$ cat src/rtl/irq_controller.sv
// irq_controller
// Memory-mapped interrupt controller that sits in front of the core's single
// interrupt input. Sources are synchronized, then edge-captured or
// level-tracked, masked, and priority-encoded (lowest index wins). Software
// claims the top request through CLAIM and clears edge requests by writing
// 1s to PENDING.

module irq_controller #(
   parameter int unsigned N_SRC     = 8,
   parameter logic [31:0] BASE_ADDR = 32'hFFFF_0100
) (
   input  logic             clk,
   input  logic             rst,
   input  logic [N_SRC-1:0] irq_src,
   input  logic             mem_ren,
   input  logic             mem_wen,
   input  logic [31:0]      mem_addr,
   input  logic [31:0]      mem_wdata,
   output logic [31:0]      mem_rdata,
   output logic             hit,
   output logic             interrupter,
   output logic [4:0]       irq_id
);

   localparam logic [1:0] OFF_PENDING = 2'd0;
   localparam logic [1:0] OFF_MASK    = 2'd1;
   localparam logic [1:0] OFF_MODE    = 2'd2;
   localparam logic [1:0] OFF_CLAIM   = 2'd3;

   // Zero-extend a per-source vector to a bus word.
   function automatic logic [31:0] zext(input logic [N_SRC-1:0] v);
      logic [31:0] r;
      r            = 32'h0000_0000;
      r[N_SRC-1:0] = v;
      return r;
   endfunction

   logic [N_SRC-1:0] s1_r, s2_r, s3_r;
   logic [N_SRC-1:0] pending_r, mask_r, mode_r;
   logic             claim_busy_r;
   logic [N_SRC-1:0] rise_s, active_s, w1c_s, claim_clr_s, pending_nxt_s;
   logic [1:0]       offset_s;
   logic             wr_pend_s, wr_mask_s, wr_mode_s, claim_rd_s, claim_s;
   logic [4:0]       id_nxt_s;
   logic             unused_s;

   // Only the word offset inside the window matters; byte lanes and the
   // upper store-data bits beyond N_SRC are intentionally ignored.
   assign unused_s   = ^{mem_addr[1:0], mem_wdata};

   assign hit        = (mem_addr[31:4] == BASE_ADDR[31:4]);
   assign offset_s   = mem_addr[3:2];
   assign wr_pend_s  = mem_wen && hit && (offset_s == OFF_PENDING);
   assign wr_mask_s  = mem_wen && hit && (offset_s == OFF_MASK);
   assign wr_mode_s  = mem_wen && hit && (offset_s == OFF_MODE);
   assign claim_rd_s = mem_ren && hit && (offset_s == OFF_CLAIM);
   // A stalled CLAIM read keeps mem_ren high; only its first cycle claims.
   assign claim_s    = claim_rd_s && !claim_busy_r && (irq_id != 5'd0);
   assign rise_s     = s2_r & ~s3_r;
   assign active_s   = pending_r & mask_r;
   assign w1c_s      = wr_pend_s ? mem_wdata[N_SRC-1:0] : {N_SRC{1'b0}};

   // Per-source pending update: edge bits set on rise (set beats clear),
   // level bits simply follow the synchronized source.
   always_comb begin
      claim_clr_s   = {N_SRC{1'b0}};
      pending_nxt_s = {N_SRC{1'b0}};
      for (int i = 0; i < N_SRC; i++) begin
         claim_clr_s[i] = claim_s && (irq_id == 5'(i + 1));
         if (mode_r[i]) begin
            pending_nxt_s[i] = rise_s[i] | (pending_r[i] & ~w1c_s[i] & ~claim_clr_s[i]);
         end else begin
            pending_nxt_s[i] = s2_r[i];
         end
      end
   end

   // Fixed-priority encoder: lowest active index wins, id is index+1.
   always_comb begin
      id_nxt_s = 5'd0;
      for (int i = N_SRC - 1; i >= 0; i--) begin
         if (active_s[i]) begin
            id_nxt_s = 5'(i + 1);
         end else begin
            id_nxt_s = id_nxt_s;
         end
      end
   end

   // Read mux: combinational from register state, zero when not a hitting read.
   always_comb begin
      mem_rdata = 32'h0000_0000;
      if (mem_ren && hit) begin
         case (offset_s)
            OFF_PENDING: mem_rdata = zext(pending_r);
            OFF_MASK:    mem_rdata = zext(mask_r);
            OFF_MODE:    mem_rdata = zext(mode_r);
            OFF_CLAIM:   mem_rdata = {27'h000_0000, irq_id};
            default:     mem_rdata = 32'h0000_0000;
         endcase
      end else begin
         mem_rdata = 32'h0000_0000;
      end
   end

   // Three-stage source synchronizer; stages 2/3 feed the rise detector.
   always_ff @(posedge clk or negedge rst) begin
      if (!rst) begin
         s1_r <= {N_SRC{1'b0}};
         s2_r <= {N_SRC{1'b0}};
         s3_r <= {N_SRC{1'b0}};
      end else begin
         s1_r <= irq_src;
         s2_r <= s1_r;
         s3_r <= s2_r;
      end
   end

   // Software-visible registers and the claim stall tracker.
   always_ff @(posedge clk or negedge rst) begin
      if (!rst) begin
         pending_r    <= {N_SRC{1'b0}};
         mask_r       <= {N_SRC{1'b0}};
         mode_r       <= {N_SRC{1'b0}};
         claim_busy_r <= 1'b0;
      end else begin
         pending_r    <= pending_nxt_s;
         claim_busy_r <= claim_rd_s;
         if (wr_mask_s) begin
            mask_r <= mem_wdata[N_SRC-1:0];
         end else begin
            mask_r <= mask_r;
         end
         if (wr_mode_s) begin
            mode_r <= mem_wdata[N_SRC-1:0];
         end else begin
            mode_r <= mode_r;
         end
      end
   end

   // Registered request and id toward CP0.
   always_ff @(posedge clk or negedge rst) begin
      if (!rst) begin
         interrupter <= 1'b0;
         irq_id      <= 5'd0;
      end else begin
         interrupter <= |active_s;
         irq_id      <= id_nxt_s;
      end
   end

endmodule

$ cat config.mk
export PLATFORM = sky130hd
export DESIGN_NAME = irq_controller
export DESIGN_NICKNAME = d
export VERILOG_FILES = /design/src/rtl/irq_controller.sv
export SDC_FILE = /design/constraint.sdc
export NUM_CORES = 1
export LEC_CHECK = 0
export CORE_UTILIZATION = 45
export DETAILED_ROUTE_END_ITERATION = 16
export PLACE_DENSITY = 0.89
export SLEW_MARGIN = 25
export SYNTH_ARGS = -nofsm -noshare
export SYNTH_HDL_FRONTEND = slang
export SYNTH_SLANG_ARGS = --single-unit
$ cat constraint.sdc
create_clock -name clk -period 4.8 [get_ports clk]
set_input_delay 1.2 -clock clk [delete_from_list [all_inputs] [get_ports clk]]
set_output_delay 1.2 -clock clk [all_outputs]
set_load 0.05 [all_outputs]
[Yosys cells after proc, flatten, opt, wreduce, memory -nomap -nowiden]
Index checks and enable logic that the tools add are counted.
Storage, ports and cells
  bits in registers: 55
  input port bits: 76
  output and inout port bits: 39
  logic and storage cells: 103
Operators by class
  equal/unequal tests: 12
  muxes and demuxes: 19
  bitwise operators: 43
  reductions and logical operators: 20
Operator list (count)
  $pmux 32 s4: 1
  $mux 5: 7
  $mux 32: 1
  $eq 28x28->1 const B: 1
  $eq 5x3->1 const B: 4
  $and 1x1->1: 16
  $and 8x8->8: 2
  $logic_and 1x1->1: 16
  $not 1->1: 16
  $eq 5x2->1 const B: 2
  $mux 1: 8
  $mux 8: 1
  $not 8->8: 1
  $or 1x1->1: 8
  $reduce_or 8->1: 1
  $eq 5x1->1 const B: 1
  $eq 5x4->1 const B: 1
  $reduce_bool 5->1: 1
  $eq 2x2->1 const B: 2
  $mux 4: 1
  $eq 2x1->1 const B: 1
  $logic_not 2->1: 1
  $logic_not 1->1: 1

[Longest topological paths before layout]
Gate-level depths: netlist of the first run.
  depth in word-level cells: 10
  depth in mapped cells: 5
  gate-level depth less buffers: 4

[Worst setup path after synthesis of the first run]
Ideal clock, no wire load.
  kind: in2out
  start point: input port mem_addr[13]
  end point: output port mem_rdata[0]
  data arrival time: 2.763 ns
  required time: 3.600 ns
  setup slack: 0.837 ns
  stages: 4
  path buffers: 0
  path through: nor4b_2 -> and4_1 -> nand3_1 -> nor2b_1
On the way
  longest elaborated chain between the ends: 3
Ends and longest elaborated chain
  from (decl): line 17  | input logic [31:0] mem_addr,
  $eq 28x28->1: line 51  | assign hit = (mem_addr[31:4] == BASE_ADDR[31:4]);
  $logic_and 1x1->1: line 93  | if (mem_ren && hit) begin
  $mux 32: line 93
  to (decl): line 19  | output logic [31:0] mem_rdata,
Every way passes these cells.

[Worst setup path after layout of the first run]
  start point: input port mem_addr[5]
  end point: output port mem_rdata[3]
The elaborated chain is that of the path after synthesis.

==> results of run 1 <==
## state kept, by name, summed over array words and instances (netlist names)
| name | count |
|---|---|
| mask_r | 8 |
| irq_id | 4 |
| mode_r | 8 |
| s2_r | 8 |
| claim_busy_r | 1 |
| pending_r | 8 |
| s3_r | 8 |
| s1_r | 8 |
| interrupter | 1 |
## final timing paths
check / startpoint / to / slack [ns] / depth (start not counted)
max reg2reg: claim_busy_r / pending_r[5] / 3.15 / 4
min reg2reg: s1_r[6] / s2_r[6] / 0.35 / 0
min: s1_r[6] / s2_r[6] / 0.35 / 0
max: mem_addr[5] / mem_rdata[3] / 0.41 / 6
min in group asynchronous: rst / s1_r[7] / 1.01 / 2
max in group asynchronous: rst / s1_r[6] / 3.34 / 2
## power by group through the flow
| stage | Clock, mW | Combinational (mW) | Sequential (mW) |
|---|---|---|---|
| 2_1_floorplan | 0 | 0.0774 | 0.482 |
| 4_1_cts | 0.259 | 0.121 | 0.475 |
| 6_report | 0.253 | 0.120 | 0.475 |
| 5_1_grt | 0.280 | 0.128 | 0.476 |
| 3_3_place_gp | 0 | 0.118 | 0.483 |
| 3_5_place_dp | 0 | 0.120 | 0.484 |
## metal layers
metal  share of wire (%)  GRT usage [%]
met5                   0              0
met4                 1.6           8.30
met3                  11           7.06
met2                  49           32.7
met1                  38           26.4
## cell usage after synthesis (2+ instances only)
cell	n	area share [%]
a21oi_1	6	1.2
a22o_1	4	1.4
and4_1	6	2.0
and4b_1	2	0.77
buf_4	25	7.3
clkbuf_1	3	0.44
dfrtp_1	54	52
mux2_2	16	7.0
mux2i_1	4	1.5
mux4_2	4	3.5
nand2_1	29	4.2
nand2b_1	2	0.48
nand3_1	3	0.58
nand4_1	8	1.9
nand4_2	3	1.5
nor2_1	13	1.9
nor2b_1	8	1.9
nor4_1	6	1.5
o21ai_0	6	1.2
o311a_1	2	0.77
o311ai_0	6	2.0
or4_1	2	0.58
## through the flow
stage / cell area (um2) / hold WS (ns) / setup WS (ns)
after floorplan: 2680 / 0.331 / 0.837
after global placement: 3290 / 0.333 / 0.406
after detailed placement: 3290 / 0.336 / 0.410
after CTS: 3380 / 0.356 / 0.388
after global routing: 3380 / 0.361 / 0.268
final: 3380 / 0.349 / 0.406
## area by class of cell
type	instances	area, um2
clock buffers	7	86.3
clock inverters	1	5.00
fillers	430	2120
flip-flops and latches	54	1350
repair buffers	68	741
multi-input cells	162	1110
well taps	72	90.1
## cell families after synthesis
logic type / synth area share (%)
compound gates: 7.12
buf+inv: 8.33
flops: 52.3
other cells: 0.145
mux: 12.0
simple gates: 20.1
==> run metrics, run 1 <==
Clock H-tree levels=2; Startpoint Class=primary input; GRT Overall Usage=20.8%; grt total ovfl=0; Top delay family on crit path=simple AND/OR/NAND/NOR gates; most frequent cells in the layout=54 x dfrtp_1, 53 x clkdlybuf4s50_1, 29 x nand2_1; later-pin clock latency in the skew report=0.30 ns; clock root cell=clkbuf_8; crit path cell chain=clkdlybuf4s50_1 > nor4_4 > and4_1 > nand3_1 > nor2b_1 > buf_12; Routed Antenna Nets=0; placed insts=356; Pwr Total=0.848 mW; dominant synthesized flop cell=dfrtp_1; PortBufs=63; Hold-fix buffers, CTS=0; Starting Density=46.9%; synthesis-to-layout area growth=30.8%; DR iter-0 viols=210; relative slew slack=55.5%; die footprint=6050 um2; #FFs+latches synth=54; Synth Warn #=0; commonest non-fill, non-tap cell in the layout=dfrtp_1; part of the Yosys area used for sequential elements=52.3%; final setup vio count=0; Pins Over Slew Limit=0; share of cells above drive strength 1=16.4%; clock power share=29.8%; chip height=77.8 um; Seq pwr share=56.0%; first-pass GRT wire length=9550 um; initial antenna violation count=0; Layout Skew=0.00792 ns; # IOs=115; DR WL/cell=16.5 um; total inserted antenna cells=0; final non-filler cell total=364; Logic pwr share=14.2%; peak supply drop=222 uV; CP endpoint kind=output port; post-DP HPWL=4380 um; critical path's slowest cell=clkdlybuf4s50_1; post_cts resized=0; TritonCTS clock tree=done; WP buf/inv=2; number of synthesized flops with an enable pin=0; DR pass1 iterations=5; WS Path Type=primary input to output port; final net count=367; Sw Pwr=0.218 mW; Setup TNS=0 ns; CP required=3.60 ns; Via Count=2058; core area=5510 um2; Worst Max-Slew Pin Slew=0.667 ns; DRC=0; largest net degree at the start of global routing=55; FFs w/ async S/R, synth=100%; Hold/Removal Path Class=flop to flop; Internal Pwr Total=0.630 mW; Yosys cell types=32; Tcrit/Tclk final=91.5%; RePlAce Congestion=0.893; slowest stage delay, CP=0.46 ns; Sw Ratio=25.7%; Max Root-Sink Buffers=2; maxcap violations=0; Syn Area/Cell=11.6 um2; Final Util=61.4%; Worst-path clk slew=0.09 ns; Post-Synthesis Cells=222; WP data arrival=3.19 ns; chip width=77.8 um; fmax=228 MHz; Vias/cell=5.65; WL final=6010 um; Clock Sink Count=54; CP Max Fanout=9; Rows=27; power density cells=251 nW/um2; Fin. Hold Viols=0; status=finished, final reports clean; unrepaired setup endpoints after global routing=false; total CTS buffers=5; final worst path period need=4.39 ns; post-CTS setup buffers=0; vias in the first global route=1974; P_leak=1.48 nW; synthesized area=2580 um2
(Power assumes the default switching activity.)
==> run 2, diff against run 1 <==
--- a/config.mk
+++ b/config.mk
@@ -7,6 +7,8 @@
 export LEC_CHECK = 0
 export CORE_UTILIZATION = 45
 export DETAILED_ROUTE_END_ITERATION = 16
+export HOLD_SLACK_MARGIN = 0.12
+export MAX_ROUTING_LAYER = met4
 export PLACE_DENSITY = 0.89
 export SLEW_MARGIN = 25
 export SYNTH_ARGS = -nofsm -noshare
==> run 2 against run 1 <==
Clock skew decreased by 0.0024 ns. Design area fell by 0.37%. Sequential share of layout area up 0.15 points. Utilization down 0.23 points. Register-to-register slack barely moved. Routed wire length fell by 3.8%.
==> run metrics, run 2 (synthesis gave the netlist of run 1 again) <==
status=finished, final reports clean; Fin. Hold Viols=0 (unchanged); GR Layer Usage met2=32.9% (+0.27 points); DR pass1 iterations=4 (-1); met3 usage=5.18% (-1.9 points); Worst Max-Slew Pin Slew=0.654 ns (-0.0134 ns); WS Path Type=primary input to output port; final worst path period need=4.42 ns (+0.0281 ns); WL final=5780 um (-3.8%); maxcap violations=0 (unchanged); GRT Overall Usage=20.9% (+0.054 points); Startpoint Class=primary input; Hold WS=0.353 ns (+0.00367 ns); first-pass GRT wire length=9350 um (-2.1%); final setup vio count=0 (unchanged); total inserted antenna cells=0 (unchanged); post_cts resized=0 (unchanged); Sw Pwr=0.214 mW (-1.7%); vias in the first global route=1918 (-2.8%); Routed Antenna Nets=0 (unchanged); DRC=0 (unchanged); critical path's slowest cell=clkdlybuf4s50_1; Area after DPL=3290 um2 (unchanged); chip height=77.8 um (unchanged); Worst-path clk slew=0.08 ns (about the same); post-DP HPWL=4230 um (-3.4%); Starting Density=46.9% (unchanged); # IOs=115 (unchanged); Layout Skew=0.00547 ns (-0.00244 ns); PortBufs=63 (unchanged); Clock Sink Count=54 (unchanged); CP required=3.60 ns (about the same); chip width=77.8 um (unchanged); GRT busiest layer=met2; die footprint=6050 um2 (unchanged); largest net degree at the start of global routing=55 (unchanged); total CTS buffers=5 (unchanged); final instance area=3370 um2 (-0.37%); TritonCTS clock tree=done; placed insts=356 (unchanged); DR iter-0 viols=189 (-10%); Pins Over Slew Limit=0 (unchanged); relative slew slack=56.4% (+0.90 points); fillers=464 (+7.9%); Vias/cell=5.34 (-5.6%); clock power share=28.1% (-1.7 points); CP endpoint kind=output port; Internal Pwr Total=0.612 mW (-2.9%); CP Max Fanout=9 (unchanged); unrepaired setup endpoints after global routing=false; peak supply drop=214 uV (-3.6%); Setup TNS=0 ns (unchanged); power density cells=245 nW/um2 (-2.3%); synthesis-to-layout area growth=30.3%; share of cells above drive strength 1=16.5% (+0.056 points); Sw Ratio=25.9% (+0.24 points); core area=5510 um2 (unchanged); Hold-fix buffers, CTS=0 (unchanged); RePlAce Congestion=0.891 (-0.31%); Hold/Removal Path Class=flop to flop; most frequent cells in the layout=54 x dfrtp_1, 53 x clkdlybuf4s50_1, 29 x nand2_1; WP buf/inv=2 (unchanged); DR WL/cell=15.9 um (-3.5%); grt total ovfl=0 (unchanged); later-pin clock latency in the skew report=0.30 ns (about the same); fmax=226 MHz (-0.63%); initial antenna violation count=0 (unchanged); WP data arrival=3.22 ns (+0.03 ns); Clock H-tree levels=2 (unchanged); Max Root-Sink Buffers=2 (unchanged); final net count=367 (unchanged); clock root cell=clkbuf_8; commonest non-fill, non-tap cell in the layout=dfrtp_1; Tcrit/Tclk final=92.1% (+0.59 points); slowest stage delay, CP=0.43 ns (-0.03 ns); Top delay family on crit path=simple AND/OR/NAND/NOR gates; Via Count=1937 (-5.9%); M1 GR Usage=26.5% (+0.15 points); final non-filler cell total=363 (-0.27%); Logic pwr share=14.4% (+0.2 points); Rows=27 (unchanged); post-CTS setup buffers=0 (unchanged); P_leak=1.47 nW (-0.30%); crit path cell chain=clkdlybuf4s50_1 > nor4b_2 > and4_1 > nand3_1 > nor2b_1 > buf_12; Seq pwr share=57.5% (+1.5 points)
run 2: final timing paths:
path	to	slack, ns	cells after the start	from
max in group asynchronous	s3_r[6]	3.36	2	rst
min in group asynchronous	s2_r[2]	1.00	2	rst
hold reg to reg	s2_r[4]	0.35	0	s1_r[4]
hold / removal	s2_r[4]	0.35	0	s1_r[4]
setup reg to reg	pending_r[7]	3.15	4	claim_busy_r
setup / recovery	mem_rdata[3]	0.38	6	mem_addr[13]
run 2: cell type report:
cell class,instances,area [um2],area share [%]
Clock buffer,5,68.8,2.04
Clock inverter,2,10.0,0.297
Multi-Input combinational cell,162,1110,32.9
Sequential cell,54,1350,40.1
Tap cell,72,90.1,2.67
Timing Repair Buffer,68,741,22.0
run 2: power groups by stage:
stage / logic, mW / registers [mW] / clock network (mW)
floorplan: 0.0774 / 0.482 / 0
global placement: 0.118 / 0.483 / 0
detailed placement: 0.120 / 0.484 / 0
CTS: 0.120 / 0.475 / 0.242
global route: 0.127 / 0.477 / 0.259
finish: 0.119 / 0.475 / 0.232
run 2: worst register-to-register path: stages, from the launching register on:
cell and delay (ns):
dfrtp_1 0.36, and4b_1 0.27, nand2b_1 0.13, or4_1 0.54
a22o_1 0.25
run 2: metrics by stage:
step,setup slack (ns),utilization (%),total power [mW]
after floorplan,0.837,-,0.559
after global placement,0.405,59.8,0.601
after detailed placement,0.404,59.8,0.604
after CTS,0.372,61.2,0.837
after global routing,0.270,61.2,0.863
final,0.378,61.2,0.826
run 2: metal layers:
| metal | vias to the layer above | part of all wire, % |
|---|---|---|
| li1 | 905 | - |
| met1 | 920 | 41 |
| met2 | 103 | 49 |
| met3 | 9 | 8.7 |
| met5 | - | 0 |
| met4 | 0 | 1.7 |
